==> src/rtl/bus_arb_pkg.sv <==
// Shared types and constants for the four-master round-robin bus arbiter.
package bus_arb_pkg;

  localparam int unsigned NUM_REQ = 4;

  typedef enum logic [1:0] {
    IDLE,
    GRANT,
    TURN
  } arb_state_t;

  // Master index, s[1] is the MSB to match the downstream selector ordering.
  typedef logic [1:2] idx_t;

  // One-hot decode of a master index.
  function automatic logic [NUM_REQ-1:0] onehot(input idx_t i);
    logic [NUM_REQ-1:0] oh;
    oh    = '0;
    oh[i] = 1'b1;
    return oh;
  endfunction

endpackage

==> src/rtl/bus_arbiter4_rr_pick4.sv <==
// Combinational round-robin picker: first requester after 'last', ascending with wrap.
module rr_pick4
  import bus_arb_pkg::*;
(
  input  logic [NUM_REQ-1:0] req,
  input  idx_t               last,
  output logic               valid,
  output idx_t               idx
);

  idx_t cand;

  // Scan last+1, last+2, last+3, last (wrap) and keep the first hit.
  always_comb begin
    valid = 1'b0;
    idx   = last;
    cand  = last;
    for (int unsigned k = 1; k <= NUM_REQ; k++) begin
      cand = last + idx_t'(k);
      if (!valid && req[cand]) begin
        valid = 1'b1;
        idx   = cand;
      end
    end
  end

endmodule

==> src/rtl/bus_arbiter4.sv <==
// Round-robin bus arbiter with burst limit and one-cycle turnaround between owners.
module bus_arbiter4
  import bus_arb_pkg::*;
#(
  parameter int unsigned MAX_BURST = 4
) (
  input  logic               clk,
  input  logic               rst,
  input  logic [NUM_REQ-1:0] req,
  output logic [NUM_REQ-1:0] grant,
  output idx_t               s,
  output logic               enable,
  output logic               busy
);

  localparam int unsigned CW = $clog2(MAX_BURST + 1);

  arb_state_t         state_q, state_d;
  logic [CW-1:0]      count_q, count_d;
  idx_t               last_q, last_d;
  logic [NUM_REQ-1:0] grant_q, grant_d;
  idx_t               s_q, s_d;
  logic               enable_q, enable_d;
  logic               busy_q, busy_d;

  logic pick_valid;
  idx_t pick_idx;

  rr_pick4 u_pick (
    .req   (req),
    .last  (last_q),
    .valid (pick_valid),
    .idx   (pick_idx)
  );

  // Next-state, burst count, owner tracking and next output values.
  always_comb begin
    state_d  = state_q;
    count_d  = count_q;
    last_d   = last_q;
    grant_d  = '0;
    s_d      = s_q;
    enable_d = 1'b0;
    busy_d   = 1'b0;

    case (state_q)
      IDLE: begin
        if (pick_valid) begin
          state_d = GRANT;
          count_d = CW'(1);
          last_d  = pick_idx;
        end
      end
      GRANT: begin
        if (!req[last_q] || (count_q == CW'(MAX_BURST))) begin
          state_d = TURN;
          count_d = '0;
        end else begin
          count_d = count_q + CW'(1);
        end
      end
      TURN: begin
        if (pick_valid) begin
          state_d = GRANT;
          count_d = CW'(1);
          last_d  = pick_idx;
        end else begin
          state_d = IDLE;
        end
      end
      default: begin
        state_d = IDLE;
        count_d = '0;
      end
    endcase

    // Outputs follow the next state so they line up with the registered state.
    enable_d = (state_d == GRANT);
    busy_d   = (state_d != IDLE);
    if (state_d == GRANT) begin
      grant_d = onehot(last_d);
      s_d     = last_d;
    end
  end

  // State, counter, owner and output registers with synchronous reset.
  always_ff @(posedge clk) begin
    if (rst) begin
      state_q  <= IDLE;
      count_q  <= '0;
      last_q   <= idx_t'(3);
      grant_q  <= '0;
      s_q      <= '0;
      enable_q <= 1'b0;
      busy_q   <= 1'b0;
    end else begin
      state_q  <= state_d;
      count_q  <= count_d;
      last_q   <= last_d;
      grant_q  <= grant_d;
      s_q      <= s_d;
      enable_q <= enable_d;
      busy_q   <= busy_d;
    end
  end

  assign grant  = grant_q;
  assign s      = s_q;
  assign enable = enable_q;
  assign busy   = busy_q;

endmodule

==> config.mk <==
export PLATFORM = sky130hd
export DESIGN_NAME = bus_arbiter4
export DESIGN_NICKNAME = d
export VERILOG_FILES = /design/src/rtl/bus_arb_pkg.sv /design/src/rtl/bus_arbiter4_rr_pick4.sv /design/src/rtl/bus_arbiter4.sv
export SDC_FILE = /design/constraint.sdc
export NUM_CORES = 1
export LEC_CHECK = 0
export ABC_AREA = 1
export CORE_MARGIN = 2
export CORE_UTILIZATION = 40
export DETAILED_ROUTE_END_ITERATION = 6
export PLACE_DENSITY = 0.59
export SKIP_LAST_GASP = 1
export SLEW_MARGIN = 20
export SYNTH_ARGS = -nofsm -noshare
export SYNTH_HDL_FRONTEND = slang
export SYNTH_HIERARCHICAL = 1
export SYNTH_SLANG_ARGS = --single-unit
==> constraint.sdc <==
create_clock -name clk -period 2.6 [get_ports clk]
set_input_delay 0.78 -clock clk [delete_from_list [all_inputs] [get_ports clk]]
set_output_delay 0.78 -clock clk [all_outputs]
set_load 0.01 [all_outputs]
==> metrics.log <==
[metrics] average vias per placed instance: 4.95
[metrics] most area-hungry cell type in the Yosys netlist: sky130_fd_sc_hd__dfxtp_1
[metrics] Core Region: 2170 um^2
[metrics] most area-consuming cells after synthesis: sky130_fd_sc_hd__dfxtp_1 (33%), sky130_fd_sc_hd__nand2_1 (15%), sky130_fd_sc_hd__nand2_4 (6.2%)
[metrics] Final Wtd Congestion: 0.875
[metrics] post-synthesis compound-gate area fraction: 0.0924
[metrics] critical path startpoint: req[1]
[metrics] proportion of synthesized area in mux cells: 0
[metrics] Synth warnings: 6
[metrics] iteration-0 DRC count of the detailed router: 14
[metrics] number of levels the H-tree was split into: 1
[metrics] clock-pin slew reported for the worst setup and hold paths after clock tree synthesis: 0.10 ns
[metrics] Final Setup Violations: 0
[metrics] Buffers on Ports: 13
[metrics] area share of the leading cell type in the synthesized netlist: 0.331
[metrics] maximum number of pins on one net before global-route repair: 13
[metrics] category of the critical setup timing path: input pin to flop
[metrics] starting density of the core: 0.418
[metrics] Synth Flop Type: sky130_fd_sc_hd__dfxtp_1
[metrics] syn_nets: 135
[metrics] Max stage delay on crit path: 0.45 ns
[metrics] number of sinks handled by clock tree synthesis: 15
[metrics] relative area change from synthesis to final layout: 22.5%
[metrics] Hold-fix buffers, CTS: 0
[metrics] Nets: 155
[metrics] number of synthesized register bits: 15
[metrics] Critical R2R Capture: count_q[2]$_SDFFE_PP0P_
[metrics] CTS resizes: 0
[metrics] area of the die: 2660 um^2
[metrics] die height: 51.6 um
[metrics] worst-case register-to-register setup slack: 0.50 ns
[metrics] sequential cell area fraction in the yosys report: 0.331
[metrics] final critical delay including setup and external delays: 2.31 ns
[metrics] Worst Reg2Reg Path Length in Cells: 13
[metrics] Worst Tran Pin Value: 0.483 ns
[metrics] GR Util All Layers: 0.153
[metrics] clock latency on the worst-skew pair: 0.28 ns
[metrics] Clk Tree Root Cell: sky130_fd_sc_hd__clkbuf_4
[metrics] initial antenna violation count: 0
[metrics] family with the most delay on the worst path: simple AND/OR/NAND/NOR gates
[metrics] Hold/Removal Path Class: flop to flop
[metrics] count of antenna-violating nets left after detailed routing: 0
[metrics] maxcap violations: 0
[metrics] maximum count of clock buffers along a single path: 2
[metrics] result of the run: finished clean
[metrics] tightest hold margin: 0.481 ns
[metrics] Synth cell types: 23
[metrics] critical path arrival: 2.48 ns
[metrics] first-pass GRT wire length: 3.13 mm
[metrics] number of hold violations in the final report: 0
[metrics] post-route core utilization: 0.512
[metrics] num rows: 17
[metrics] crit end category: flop
[metrics] setup TNS: 0 ns
[metrics] worst reg2reg startpoint: last_q[0]$_SDFF_PP1_
[metrics] proportion of synthesized flip-flops having asynchronous set or reset: 0
[metrics] # IOs: 14
[metrics] setup fix buffers added after clock tree synthesis: 0
[metrics] number of global-route vias before repair: 800
[metrics] share of the synthesized netlist area taken by xor and xnor gates: 0.00966
[metrics] Max-slew headroom: 0.678
[metrics] Post-Synth Adder-Cell Area: 0.0276
[metrics] Fmax achieved: 433 MHz
[metrics] share of cells above drive strength 1: 0.226
[metrics] Max Fanout on Critical Path: 4
[metrics] Final period util: 0.888
[metrics] final antenna diode count: 0
[metrics] number of pins exceeding their max-slew limit in the final report: 0
[metrics] power per unit of standard cell area: 1360 nW/um^2
[metrics] Congestion Overflow GR: 0
[metrics] die boundary width: 51.6 um
[metrics] cell-by-cell trace of the critical path: clkdlybuf4s50_1 > nand2_1 > nand2_1 > nand2_2 > nand2_4 > a21oi_2 > nand4_1 > nor2_1 > inv_1 > a21oi_1 > nor2_1 > nand2_1 > a21oi_1
[metrics] mean cell area of the mapped netlist: 7.14 um^2
[metrics] vias after detailed routing: 861
[metrics] capture point of the critical path: count_q[2]$_SDFFE_PP0P_
[metrics] commonest cells in the netlist: sky130_fd_sc_hd__nand2_1 (36), sky130_fd_sc_hd__dfxtp_1 (15), sky130_fd_sc_hd__inv_1 (14)
[metrics] cell with the biggest individual delay on the critical path: sky130_fd_sc_hd__clkdlybuf4s50_1
[metrics] Crit path required time: 2.77 ns
[metrics] Crit path top cell by count: sky130_fd_sc_hd__nand2_1
[metrics] main combinational cell family by area after synthesis: simple AND/OR/NAND/NOR gates
[metrics] count of mapped cells out of synthesis: 127
[metrics] Worst VDD drop: 0.000784 V
[metrics] simple-gate portion of the synthesized area: 0.446
[metrics] number of standard cells in the final layout excluding fillers: 174
[metrics] routed length per instance: 10.5 um
[metrics] Leakage: 0.529 nW
[metrics] Syn Std Cell Area: 907 um^2
[metrics] final wirelength: 1.82 mm
[metrics] critical path launch point type: input pin
[metrics] most common cell in the netlist: sky130_fd_sc_hd__nand2_1
[metrics] total CTS buffers: 3
[metrics] RSZ-0062 raised after global routing: no
[metrics] number of flops mapped to enable cells by yosys: 0
[metrics] detailed-route DRC error count: 0
[metrics] total instance count after detailed placement: 170
[metrics] HPWL after detailed placement: 1.50 mm
[metrics] TritonCTS clock tree: yes
[metrics] first-pass iteration count of the detailed router: 4
[metrics] cell depth of the worst setup path: 13
[metrics] setup skew after layout: 0.00568 ns
[metrics] worst path buffer plus inverter count: 2
## per-stage QoR
| stage | setup slack (ns) | power (mW) | instance area, um^2 |
|---|---|---|---|
| 6_report | 0.291 | 1.51 | 1110 |
| 5_1_grt | 0.119 | 1.66 | 1110 |
| 4_1_cts | 0.295 | 1.52 | 1110 |
| 3_5_place_dp | -0.00639 | 1.39 | 1080 |
| 3_3_place_gp | 0.0804 | 1.37 | 1080 |
| 2_1_floorplan | 0.615 | 1.14 | 907 |
## cell families after synthesis
family | count (synthesis)
AND/OR/NAND/NOR | 75
buffers and inverters | 20
flip-flops | 15
AO/OA/AOI/OAI | 14
adder cells (fa/ha/maj) | 2
XOR/XNOR | 1
## state kept, by name, indices dropped and copies added (netlist names)
| name | flops |
|---|---|
| grant | 4 |
| count_q | 3 |
| last_q | 2 |
| s | 2 |
| state_q | 2 |
| busy | 1 |
| enable | 1 |
## how the worst min path moves through the flow
stage / startpoint / to / slack [ns] / depth (start not counted)
floorplan: count_q[1]$_SDFFE_PP0P_ / count_q[1]$_SDFFE_PP0P_ / 0.45 / 2
global placement: s[0]$_SDFFE_PP0N_ / s[0]$_SDFFE_PP0N_ / 0.47 / 2
detailed placement: s[1]$_SDFFE_PP0N_ / s[1]$_SDFFE_PP0N_ / 0.47 / 2
CTS: s[1]$_SDFFE_PP0N_ / s[1]$_SDFFE_PP0N_ / 0.49 / 2
global route: s[1]$_SDFFE_PP0N_ / s[1]$_SDFFE_PP0N_ / 0.51 / 2
finish: s[1]$_SDFFE_PP0N_ / s[1]$_SDFFE_PP0N_ / 0.48 / 2
## cells in the final DEF, fill, tap and decap left out, types with 2 or more instances in the layout
cell type                         instances
sky130_fd_sc_hd__inv_1                   14
sky130_fd_sc_hd__nand4_1                  6
sky130_fd_sc_hd__ha_1                     2
sky130_fd_sc_hd__clkbuf_4                 3
sky130_fd_sc_hd__o21ai_0                  3
sky130_fd_sc_hd__inv_2                    4
sky130_fd_sc_hd__o21ai_2                  2
sky130_fd_sc_hd__a21oi_1                  7
sky130_fd_sc_hd__dfxtp_1                 15
sky130_fd_sc_hd__nor2_2                   2
sky130_fd_sc_hd__nand2_2                  7
sky130_fd_sc_hd__nand3_2                  2
sky130_fd_sc_hd__buf_4                    3
sky130_fd_sc_hd__nand2_4                  5
sky130_fd_sc_hd__clkdlybuf4s50_1         13
sky130_fd_sc_hd__nand2_1                 36
sky130_fd_sc_hd__nor2_1                   4
sky130_fd_sc_hd__nand3_1                 10
## worst min-delay path: stages (launching register included)
cell and delay (ns):
sky130_fd_sc_hd__dfxtp_1 0.32, sky130_fd_sc_hd__nand4_1 0.08, sky130_fd_sc_hd__nand2_1 0.05
## layout make-up
type	count	area, um^2
Clock buffer	3	22.5
Clock inverter	1	5.00
Fill cell	232	1060
Inverter	19	73.8
Multi-Input combinational cell	92	522
Sequential cell	15	300
Tap cell	28	35.0
Timing Repair Buffer	16	153
## layer usage
| metal | global-route usage | wire [um] | part of all wire | vias up |
|---|---|---|---|---|
| li1 | - | - | - | 443 |
| met1 | 0.181 | 782 | 0.43 | 391 |
| met2 | 0.276 | 948 | 0.52 | 23 |
| met3 | 0.0345 | 70 | 0.038 | 4 |
| met4 | 0.0439 | 23 | 0.013 | 0 |
| met5 | 0 | 0 | 0 | - |
## power by group
group	leakage, nW	internal (mW)	switching, mW
registers	0.124	0.309	0.0768
logic	0.388	0.386	0.605
clock network	0.0177	0.0570	0.0765
total	0.529	0.752	0.758
No activity file was read; power rests on OpenSTA's default activity.
==> variant 1: new RTL, same settings <==
Set the parameter `MAX_BURST` to 8 (it was 4).
--- a/src/rtl/bus_arbiter4.sv
+++ b/src/rtl/bus_arbiter4.sv
@@ -4,3 +4,3 @@
 #(
-  parameter int unsigned MAX_BURST = 4
+  parameter int unsigned MAX_BURST = 8
 ) (
Behaviour: not the same (a bounded check fails within 10 cycles, from zero or initial values and one cycle with rst high).
==> variant 1 against the original RTL <==
Design area rose by 5.3%; routed wire length up 5.1%; first-iteration DRC count did not move; sequential cell count rose by 1; area after synthesis is 6.1% higher; power rose by 6.3%; clock skew is 0.0010 ns higher; setup slack improved by 0.0063 ns; critical path type unchanged; largest power group unchanged.
==> variant 1: results (changes against the original RTL) <==
TritonCTS buffer count: 3 (unchanged)
Metal-1 WL: 954 microns (+22%)
Synth warn: 6 (unchanged)
P_leak: 0.000577 uW (+9.1%)
Syn_nets: 149 (+10%)
Post-Route WL: 1920 microns (+5.1%)
DP Wirelength: 1580 microns (+4.8%)
R2R setup slack: 0.54 ns (+0.04 ns)
CP max stage delay: 0.46 ns
Post-synthesis adder-cell area fraction: 0.0260 (-0.00158)
Largest net degree at the start of global routing: 13 (unchanged)
Leading cell types by count after synthesis: 39 x nand2_1, 16 x dfxtp_1, 15 x inv_1, 15 x nand3_1
Max Used Layer: met4
Mux cell area share after synthesis: 0 (unchanged)
Worst R2R Path Depth: 12 (-1)
Vias per cell: 4.75 (-4.0%)
Bufs on Longest Clock Path: 2 (unchanged)
Crit path kind: in -> reg
First-pass GRT wire length: 3330 microns (+6.4%)
Ant. Diodes: 0 (unchanged)
Slowest CP cell: clkdlybuf4s50_1
Syn Area/Cell: 6.82 sq um (-4.5%)
Met2 WL post-DR: 888 microns (-6.3%)
CTS root buffer: clkbuf_4
Clk_skew: 0.00669 ns (+0.00101 ns)
Met3 Use GR: 0.0339 (-0.000584)
Fill count: 213 (-8.2%)
Status: finished clean
CTS clk-pin slew, worst paths: 0.09 ns
Part of the power in registers: 0.252 (-0.004)
I/O Buffers: 13 (unchanged)
Grt met1 use: 0.211 (+0.0304)
Synth Area in Compound Gates: 0.0741 (-0.0183)
Met3 WL: 62 microns (-11%)
Clk_lat worst skew: 0.28 ns (about the same)
Layout cell share with drive strength beyond 1: 0.226 (+0.000388)
Synth area leaders: dfxtp_1 33%, nand2_1 15%, nand3_1 7.8%
Xor and xnor fraction of the mapped netlist area: 0.0182 (+0.00855)
Worst setup path startpoint: req[0]
Inst Count DP: 183 (+7.6%)
Detailed Routing Iterations Pass 1: 4 (unchanged)
DR iter-0 viols: 14 (unchanged)
GRT Total Usage: 0.160 (+0.00676)
R2r startpoint: last_q[0]$_SDFF_PP1_
Post-CTS sizing: 0 (unchanged)
Peak VDD IR: 0.761 mV (-3.0%)
Worst-path fanout max: 4 (unchanged)
Layout Nets: 168 (+8.4%)
Most used DFF post-synth: dfxtp_1
Critical R2R Capture: count_q[3]$_SDFFE_PP0P_
WL/cell: 10.3 microns (-2.2%)
Vias in the first global route: 826 (+3.3%)
Sequential area share after synthesis: 0.333 (+0.00187)
Switching pwr: 795 uW (+4.9%)
Library cells used by synthesis: 22 (-4.3%)
Global Route met2 Usage: 0.258 (-0.0173)
Slew HR: 0.677 (about the same)
Power Clock: 162 uW (+22%)
Gp weighted congestion: 0.848 (-3.1%)
==> variant 1: layout make-up <==
| class | instances | share of cell area |
|---|---|---|
| tap | 28 | 0.0299 |
| timing repair buffer | 16 | 0.130 |
| inverter | 23 | 0.0759 |
| multi-input combinational | 100 | 0.459 |
| clock buffer | 4 | 0.0310 |
| sequential | 16 | 0.274 |
==> variant 1: worst min-delay path by stage <==
stage | from | endpoint | slack (ns) | cells after the start
after floorplan | s[0]$_SDFFE_PP0N_ | s[0]$_SDFFE_PP0N_ | 0.50 | 2
after global placement | s[1]$_SDFFE_PP0N_ | s[1]$_SDFFE_PP0N_ | 0.47 | 2
after detailed placement | s[0]$_SDFFE_PP0N_ | s[0]$_SDFFE_PP0N_ | 0.47 | 2
after CTS | s[0]$_SDFFE_PP0N_ | s[0]$_SDFFE_PP0N_ | 0.49 | 2
after global routing | s[1]$_SDFFE_PP0N_ | s[1]$_SDFFE_PP0N_ | 0.51 | 2
final | s[0]$_SDFFE_PP0N_ | s[0]$_SDFFE_PP0N_ | 0.48 | 2
==> variant 1: stage by stage <==
step | util | setup slack [ns] | cell area (sq um) | hold slack, ns | total power (uW)
floorplan | - | 0.595 | 962 | 0.496 | 1180
global placement | 0.508 | 0.0665 | 1130 | 0.471 | 1430
detailed placement | 0.508 | 0.00519 | 1130 | 0.470 | 1450
CTS | 0.524 | 0.298 | 1170 | 0.485 | 1620
global route | 0.524 | 0.195 | 1170 | 0.510 | 1760
finish | 0.524 | 0.297 | 1170 | 0.479 | 1610
==> variant 1: worst register-to-register path: cells and delay by family (launching register included) <==
kind / cells / cell delay [ns]
simple gates: 9 / 0.99
compound gates: 1 / 0.15
xor+xnor: 1 / 0.13
buf+inv: 1 / 0.10
flops: 1 / 0.63
==> variant 2: new RTL, config.mk and constraints unchanged <==
Without the edit above. Reset style: asynchronous (`rst`), changed in one clocked block. Comments in the files are not updated.
--- a/src/rtl/bus_arbiter4.sv
+++ b/src/rtl/bus_arbiter4.sv
@@ -86,3 +86,3 @@
   // State, counter, owner and output registers with synchronous reset.
-  always_ff @(posedge clk) begin
+  always_ff @(posedge clk or posedge rst) begin
     if (rst) begin
Behaviour: differs if rst is asserted again (counterexample within 4 cycles, from zero or initial values and one cycle with rst high); with rst held inactive, the same outputs for 10 cycles.
==> variant 2 against the original RTL <==
Sequential cell count is the same; non-clock buffer count grew 1; area after synthesis grew 3.2%; via count shrank 9.2%; design area grew 3.3%; power grew 11%; worst hold slack gained 0.038 ns; count of clock-buffer cells in the layout is the same; routed wire length shrank 1.9%; final cell count shrank 4.6%; setup slack lost 0.034 ns; critical path type unchanged.
==> variant 2: results (changes against the original RTL) <==
Bufs on Longest Clock Path: 2 (unchanged)
Inst Count DP: 162 (-4.7%)
Largest net degree at the start of global routing: 16 (+3)
Sequential area share after synthesis: 0.404 (+0.0727)
Clk_skew: 0.00174 ns (-0.00394 ns)
Layout cell share with drive strength beyond 1: 0.268 (+0.0421)
Syn_nets: 126 (-6.7%)
CTS clk-pin slew, worst paths: 0.09 ns
Synth async-reset ratio: 1.00 (+1.00)
Ant. Diodes: 0 (unchanged)
Post-Place Cell Area: 1120 sq um (+3.3%)
I/O Buffers: 13 (unchanged)
Worst Setup EP: count_q[2]$_DFFE_PP0P_
First-pass GRT wire length: 3050 microns (-2.4%)
Layout Nets: 147 (-5.2%)
Library cells used by synthesis: 23 (unchanged)
Worst setup path startpoint: req[0]
Leading cell types by count after synthesis: 40 x nand2_1, 13 x dfrtp_1, 10 x inv_1, 10 x nand3_1, 6 x nand2_2
DR iter-0 viols: 16 (+2)
Slew HR: 0.631 (-0.0468)
Post-Layout Cell Count: 166 (-4.6%)
Slowest CP cell: clkdlybuf4s50_1
CTS root buffer: clkbuf_4
P_leak: 0.000583 uW (+10%)
Post-Synthesis Cells: 118 (-7.1%)
Peak VDD IR: 0.891 mV (+14%)
Status: finished clean
R2r startpoint: last_q[0]$_DFF_PP1_
Post-CTS sizing: 0 (unchanged)
Gp weighted congestion: 0.935 (+6.9%)
Synth area leaders: dfrtp_1 35%, nand2_1 16%, dfstp_2 5.6%
Post-Route WL: 1790 microns (-1.9%)
DP Wirelength: 1470 microns (-2.5%)
GRT Total Usage: 0.154 (+0.00121)
Crit path DAT: 2.51 ns (+0.03 ns)
H-tree depth: 1 (unchanged)
Vias in the first global route: 724 (-9.5%)
Worst R2R Path Depth: 11 (-2)
R2R setup slack: 0.47 ns (-0.03 ns)
Via count: 782 (-9.2%)
Critical R2R Capture: count_q[2]$_DFFE_PP0P_
Initial antenna violation count: 0 (unchanged)
[variant 2: cells by family after synthesis]
family	synth area share
DFF	0.404
xor gates and xnor gates	0.0187
buffers and inverters	0.0856
and+or+nand+nor	0.388
adders and majority gates	0.0267
AOI/OAI and AO/OA	0.0776
[variant 2: worst reg2reg max path: cells and delay by family, from the launching register on]
kind | cells | cell delay, ns
flops | 1 | 0.69
buf+inv | 1 | 0.09
xor+xnor | 1 | 0.15
compound gates | 2 | 0.18
simple gates | 7 | 0.92
[variant 2: through the flow]
step                      hold slack, ns   util  setup TNS (ns)  power, uW  worst slack (ns)
after floorplan                    0.481      -               0       1250             0.528
after global placement             0.499  0.506               0       1530            0.0250
after detailed placement           0.499  0.506         -0.0352       1550           -0.0352
after CTS                          0.524  0.519               0       1690             0.273
after global routing               0.575  0.519               0       1870             0.104
final                              0.519  0.519               0       1670             0.257
[variant 2: worst min path at each step]
| stage | startpoint | end | cells past startpoint |
|---|---|---|---|
| 2_1_floorplan | count_q[0]$_DFFE_PP0P_ | count_q[0]$_DFFE_PP0P_ | 1 |
| 3_3_place_gp | s[0]$_DFFE_PP0N_ | s[0]$_DFFE_PP0N_ | 2 |
| 3_5_place_dp | s[1]$_DFFE_PP0N_ | s[1]$_DFFE_PP0N_ | 2 |
| 4_1_cts | s[1]$_DFFE_PP0N_ | s[1]$_DFFE_PP0N_ | 2 |
| 5_1_grt | s[0]$_DFFE_PP0N_ | s[0]$_DFFE_PP0N_ | 2 |
| 6_report | s[1]$_DFFE_PP0N_ | s[1]$_DFFE_PP0N_ | 2 |
[variant 2: layout make-up]
cell class	count	area, sq um
clock buffer	3	22.5
clock inverter	1	5.00
fill	226	1060
inverter	17	68.8
multi-input combinational	85	478
sequential	15	378
tap	28	35.0
timing repair buffer	17	160
[variant 2: power by group]
part / leakage, uW / internal (uW) / switching (uW) / total, uW
Sequential: 0.000184 / 350 / 88.0 / 438
Clock: 0.0000177 / 57.0 / 74.4 / 131
Combinational: 0.000381 / 444 / 658 / 1100
[variant 2: metal layers]
layer | GRT usage | wire length, microns | up-vias
met5 | 0 | 0 | -
met4 | 0.0769 | 17 | 0
met3 | 0.0486 | 100 | 2
met2 | 0.235 | 834 | 17
met1 | 0.196 | 838 | 352
li1 | - | - | 411
